$ cat src/rtl/rob_mc.sv
// rob_mc: multi-channel reorder buffer.
// Requests are steered to a memory channel by the low address bits and tagged
// with their ROB slot. Channels may answer out of order. Responses leave upstream
// in acceptance order, carrying the stored ID and param.
//
// Handshake: every valid/ready pair transfers exactly on a clock edge where both
// are high. Valid never waits for ready. req_ready is combinational from
// occupancy and the selected channel's ready. It never looks at rsp_ready, so
// a retire from a full buffer opens req_ready only on the following cycle.
module rob_mc #(
    parameter  int ROB_SIZE = 8,
    parameter  int NCH      = 2,
    parameter  int AWIDTH   = 32,
    parameter  int DWIDTH   = 32,
    parameter  int PWIDTH   = 8,
    parameter  int IDWIDTH  = 4,
    localparam int SWIDTH   = $clog2(ROB_SIZE),
    localparam int CWIDTH   = (NCH > 1) ? $clog2(NCH) : 1
) (
    input  logic                    clk,
    input  logic                    rst,
    input  logic                    req_val,
    input  logic [AWIDTH-1:0]       req_addr,
    input  logic [IDWIDTH-1:0]      req_ID,
    input  logic [PWIDTH-1:0]       req_param,
    output logic                    req_ready,
    output logic                    rsp_val,
    output logic [DWIDTH-1:0]       rsp_data,
    output logic [IDWIDTH-1:0]      rsp_ID,
    output logic [PWIDTH-1:0]       rsp_param,
    input  logic                    rsp_ready,
    output logic [NCH-1:0]          mem_req_val,
    output logic [NCH*AWIDTH-1:0]   mem_req_addr,
    output logic [NCH*SWIDTH-1:0]   mem_req_ID,
    input  logic [NCH-1:0]          mem_req_ready,
    input  logic [NCH-1:0]          mem_rsp_val,
    input  logic [NCH*SWIDTH-1:0]   mem_rsp_ID,
    input  logic [NCH*DWIDTH-1:0]   mem_rsp_data,
    output logic [SWIDTH:0]         count,
    output logic                    err_spurious
);

    localparam logic [SWIDTH:0] FULL_CNT = (SWIDTH + 1)'(ROB_SIZE);

    logic [CWIDTH-1:0]  ch;
    logic               accept;
    logic               retire;

    logic [SWIDTH-1:0]  wptr_q, wptr_d;
    logic [SWIDTH-1:0]  rptr_q, rptr_d;
    logic [SWIDTH:0]    count_q, count_d;
    logic [ROB_SIZE-1:0] alloc_q, alloc_d;
    logic [ROB_SIZE-1:0] done_q, done_d;
    logic               err_q, err_d;
    logic [IDWIDTH-1:0] id_q    [ROB_SIZE];
    logic [IDWIDTH-1:0] id_d    [ROB_SIZE];
    logic [PWIDTH-1:0]  param_q [ROB_SIZE];
    logic [PWIDTH-1:0]  param_d [ROB_SIZE];
    logic [DWIDTH-1:0]  data_q  [ROB_SIZE];
    logic [DWIDTH-1:0]  data_d  [ROB_SIZE];

    // A single-channel build has no select bits; everything goes to channel 0.
    if (NCH > 1) begin : g_ch_sel
        assign ch = req_addr[CWIDTH-1:0];
    end else begin : g_ch_zero
        assign ch = '0;
    end

    assign req_ready    = !rst && (count_q < FULL_CNT) && mem_req_ready[ch];
    assign accept       = req_val && req_ready;
    assign rsp_val      = alloc_q[rptr_q] && done_q[rptr_q];
    assign retire       = rsp_val && rsp_ready;
    assign rsp_data     = data_q[rptr_q];
    assign rsp_ID       = id_q[rptr_q];
    assign rsp_param    = param_q[rptr_q];
    assign count        = count_q;
    assign err_spurious = err_q;

    // Combinational pass-through of the accepted request to its channel, tag = wptr.
    always_comb begin
        mem_req_val  = '0;
        mem_req_addr = '0;
        mem_req_ID   = '0;
        for (int c = 0; c < NCH; c++) begin
            mem_req_addr[c*AWIDTH +: AWIDTH] = req_addr;
            mem_req_ID[c*SWIDTH +: SWIDTH]   = wptr_q;
            mem_req_val[c]                   = accept && (ch == CWIDTH'(c));
        end
    end

    // Next state of the entries and pointers. The order is: allocate, then capture responses, then retire.
    // A response may target the slot that is being allocated in the same cycle.
    // That is what lets a zero-latency memory reach rsp_val one cycle after the accept.
    always_comb begin
        alloc_d = alloc_q;
        done_d  = done_q;
        id_d    = id_q;
        param_d = param_q;
        data_d  = data_q;
        err_d   = err_q;
        wptr_d  = wptr_q;
        rptr_d  = rptr_q;
        count_d = count_q;

        if (accept) begin
            alloc_d[wptr_q] = 1'b1;
            done_d[wptr_q]  = 1'b0;
            id_d[wptr_q]    = req_ID;
            param_d[wptr_q] = req_param;
            wptr_d          = wptr_q + 1'b1;
        end

        for (int c = 0; c < NCH; c++) begin
            if (mem_rsp_val[c]) begin
                if (alloc_d[mem_rsp_ID[c*SWIDTH +: SWIDTH]] && !done_q[mem_rsp_ID[c*SWIDTH +: SWIDTH]]) begin
                    done_d[mem_rsp_ID[c*SWIDTH +: SWIDTH]] = 1'b1;
                    data_d[mem_rsp_ID[c*SWIDTH +: SWIDTH]] = mem_rsp_data[c*DWIDTH +: DWIDTH];
                end else begin
                    err_d = 1'b1;
                end
            end
        end

        if (retire) begin
            alloc_d[rptr_q] = 1'b0;
            done_d[rptr_q]  = 1'b0;
            rptr_d          = rptr_q + 1'b1;
        end

        case ({accept, retire})
            2'b10:   count_d = count_q + 1'b1;
            2'b01:   count_d = count_q - 1'b1;
            default: count_d = count_q;
        endcase
    end

    // Control state register. Reset discards every in-flight entry.
    always_ff @(posedge clk) begin
        if (rst) begin
            wptr_q  <= '0;
            rptr_q  <= '0;
            count_q <= '0;
            alloc_q <= '0;
            done_q  <= '0;
            err_q   <= 1'b0;
        end else begin
            wptr_q  <= wptr_d;
            rptr_q  <= rptr_d;
            count_q <= count_d;
            alloc_q <= alloc_d;
            done_q  <= done_d;
            err_q   <= err_d;
        end
    end

    // Payload storage. The alloc and done bits qualify it, so it needs no reset.
    always_ff @(posedge clk) begin
        id_q    <= id_d;
        param_q <= param_d;
        data_q  <= data_d;
    end

endmodule

$ cat config.mk
export PLATFORM = sky130hd
export DESIGN_NAME = rob_mc
export DESIGN_NICKNAME = d
export VERILOG_FILES = /design/src/rtl/rob_mc.sv
export SDC_FILE = /design/constraint.sdc
export NUM_CORES = 1
export LEC_CHECK = 0
export CAP_MARGIN = 20
export CORE_MARGIN = 1.5
export CORE_UTILIZATION = 40
export CTS_CLUSTER_SIZE = 16
export DETAILED_ROUTE_END_ITERATION = 10
export GPL_TIMING_DRIVEN = 0
export PLACE_DENSITY = 0.62
export SLEW_MARGIN = 20
export SYNTH_ARGS = -nofsm -noshare
export SYNTH_HDL_FRONTEND = slang
export SYNTH_SLANG_ARGS = --single-unit
$ cat constraint.sdc
create_clock -name clk -period 3.35 [get_ports clk]
set_input_delay 1.005 -clock clk [delete_from_list [all_inputs] [get_ports clk]]
set_output_delay 1.005 -clock clk [all_outputs]
set_load 0.005 [all_outputs]
==> summary.md <==
| Metric | Value |
|---|---|
| Avg WL per Cell | 24.1 microns |
| Filler Cells Inserted | 4039 |
| Pleak | 0.0102 uW |
| Period minus WS final | 3.46 ns |
| RSZ-0062 raised after global routing | yes |
| Worst-path fanout max | 5 |
| Yosys top cell area share | 0.291 |
| Critical Path Start Type | flop |
| Layout cells sized above 1 | 0.595 |
| Initial antenna violation count | 4 |
| Pwr Density | 549 nW/um^2 |
| Total Routed Length | 56300 microns |
| Residual DRC count | 0 |
| DP HPWL | 35700 microns |
| Setup TNS | -1.93 ns |
| Total track usage | 0.225 |
| Slew margin rel. | 0.427 |
| Status | finished, violations left |
| Clock transition at path regs | 0.06 ns |
| Setup Viol. Count Final | 37 |
| Psw | 3260 uW |
| Yosys reg bits | 379 |
| Post-synth EDFFs | 96 |
| Cts bufs inserted | 45 |
| Register area | 8550 sq um |
| Initial DRC count | 836 |
| Pins Over Slew Limit | 0 |
| Most frequent cells in the layout | mux2_2 (454), dfxtp_1 (281), clkdlybuf4s50_1 (158), buf_4 (108), mux2_4 (99) |
| Avg Cell Area, Syn | 14.3 sq um |
| Main synth FF type | dfxtp_1 |
| Synthesized instance count | 1363 |
| Post-synth top area cell | dfxtp_1 |
| Most common cell after layout, fill and taps aside | mux2_2 |
| Vias per inst | 5.39 |
| Vias in the first global route | 13200 |
| Arr. time, crit path | 2.45 ns |
| Cell internal pwr | 10700 uW |
| Fmax | 0.289 GHz |
| Max cap viols | 0 |
| Synth top area cells | dfxtp_1 (29%), mux2_2 (28%), edfxtp_1 (15%) |
| Die Area | 50100 sq um |
| First-pass GRT wire length | 84000 microns |
| Final Skew | 0.0284 ns |
| CP Capture Type | output pin |
| Port Buffers | 208 |
| Die Height | 224 microns |
| Die W | 224 microns |
| Violated checks | setup timing |
| Multi-input logic area | 10100 sq um |
| Final worst slack | -0.110 ns |
| H-tree levels | 2 |
| Ys Warns | 0 |
| Initial Utilization | 0.407 |
| ANT nets after route | 0 |
| Final net count | 1816 |
| CTS root buf | clkbuf_16 |
| Crit Path Class | flop to output pin |
| Period utilisation layout | 1.03 |
| Via Count | 12600 |
| Final hold violations | 0 |
| Share of power burned in registers | 0.423 |
| Syn_nets | 1491 |
| P&R area growth vs syn | 30.5% |
| Hold crit path type | flop to flop |
| Sequential area share after synthesis | 0.438 |
| Overflow after GRT | 0 |
| Unique masters post-synth | 56 |
| Asr flop ratio synth | 0 |
| Cell count after placement | 2187 |
| Peak supply drop | 0.494 mV |
| Worst-case clock buffer depth | 3 |
| Switching Share | 0.233 |
| TritonCTS clock tree | built |
| Synthesized cell area | 19500 sq um |
| Gpl congestion | 0.830 |
| Std cell rows | 80 |
| Clk sinks | 379 |
| Core area | 47900 sq um |
| Layout Cells excl Fill | 2339 |
| Worst-Skew Late Latency | 0.60 ns |
| Slew of the pin with the lowest slew margin | 0.859 ns |
| Critical Path RT | 2.34 ns |
| First-pass iteration count of the detailed router | 5 |
| Logic pwr share | 0.219 |
| Clk pwr share | 0.358 |
| # IOs | 245 |
| Largest net degree at the start of global routing | 14 |
## per-layer routing
layer	routed length, microns	part of all wire	GRT usage	vias to the layer above
li1	-	-	-	5806
met1	25700	0.46	0.306	6387
met2	26800	0.47	0.364	332
met3	2780	0.049	0.0449	79
met4	1090	0.019	0.0619	4
met5	27	0.00048	0	-
## cells by family after synthesis
| group | after synthesis | synth area share |
|---|---|---|
| flip-flops | 379 | 0.438 |
| adder cells (fa/ha/maj) | 6 | 0.00424 |
| buffers and inverters | 166 | 0.0553 |
| AND/OR/NAND/NOR | 95 | 0.0332 |
| AO/OA/AOI/OAI | 52 | 0.0185 |
| XOR/XNOR | 7 | 0.00314 |
| multiplexers | 658 | 0.447 |
## Yosys cell counts, types with 4 or more instances
library cell,number
mux2i_1,4
a31oi_1,12
buf_2,24
nor2b_1,9
inv_1,11
buf_4,83
o31ai_1,5
clkbuf_1,30
mux2_1,5
a31o_2,5
nand2_1,13
edfxtp_1,96
dfxtp_1,283
ha_1,5
mux4_2,96
mux2_4,62
nand2b_1,4
nand3_1,6
buf_6,15
mux2_2,491
a21oi_1,12
xor2_1,5
nor2_1,31
## power by group through the flow
stage / registers, uW / logic (uW) / clock network, uW
detailed placement: 6010 / 2930 / 0
CTS: 5910 / 3050 / 5090
global route: 6000 / 3290 / 5300
floorplan: 5870 / 2130 / 0
finish: 5920 / 3050 / 5000
global placement: 5960 / 2830 / 0
## repair_timing
item / 4_1_cts / 5_1_grt
cloned: 11 / 0
setup endpoints to repair: 292 / 257
resized for setup: 414 / 35
buffers inserted: 56 / 12
hold buffers: 0 / 0
pin swaps: 8 / 4
## critical path, cell delays in order (launching register included)
cell and delay [ns]:
dfxtp_2 0.35, clkbuf_16 0.16, clkbuf_16 0.19, buf_16 0.13
buf_12 0.10, mux4_2 0.50, mux2_4 0.31, buf_6 0.12
## worst paths after layout
kind / startpoint / to / slack (ns) / cells past startpoint
worst max-delay path: rptr_q[0] / rsp_data[24] / -0.11 / 7
worst min-delay path: err_spurious / err_spurious / 0.52 / 2
worst max register to register: rptr_q[0] / count[3] / 0.11 / 15
worst min register to register: err_spurious / err_spurious / 0.52 / 2
## layout make-up
cell class / count / share of cell area
Sequential cell: 379 / 0.336
Tap cell: 615 / 0.0303
Inverter: 11 / 0.00177
Clock buffer: 70 / 0.0527
Multi-Input combinational cell: 818 / 0.398
Clock inverter: 11 / 0.00723
Timing Repair Buffer: 280 / 0.119
Buffer: 153 / 0.0545
Antenna cell: 2 / 0.000197
## flip-flops by register name (all words and copies together) (netlist names), 3 cells and up
| register | count |
|---|---|
| param_q | 64 |
| rptr_q | 3 |
| wptr_q | 3 |
| count | 4 |
| data_q | 256 |
| done_q | 8 |
| id_q | 32 |
| alloc_q | 8 |
## stage by stage
| stage | area, sq um | total power (uW) | util | worst slack, ns | hold WS [ns] |
|---|---|---|---|---|---|
| 6_report | 25400 | 14000 | 0.531 | -0.110 | 0.521 |
| 5_1_grt | 25400 | 14600 | 0.530 | -0.165 | 0.556 |
| 4_1_cts | 25400 | 14100 | 0.530 | -0.195 | 0.527 |
| 3_5_place_dp | 22400 | 8940 | 0.467 | -1.40 | 0.517 |
| 3_3_place_gp | 22300 | 8790 | 0.466 | -1.32 | 0.501 |
| 2_1_floorplan | 19500 | 7990 | - | 0.0719 | 0.450 |
No activity file was read; power rests on OpenSTA's default activity.
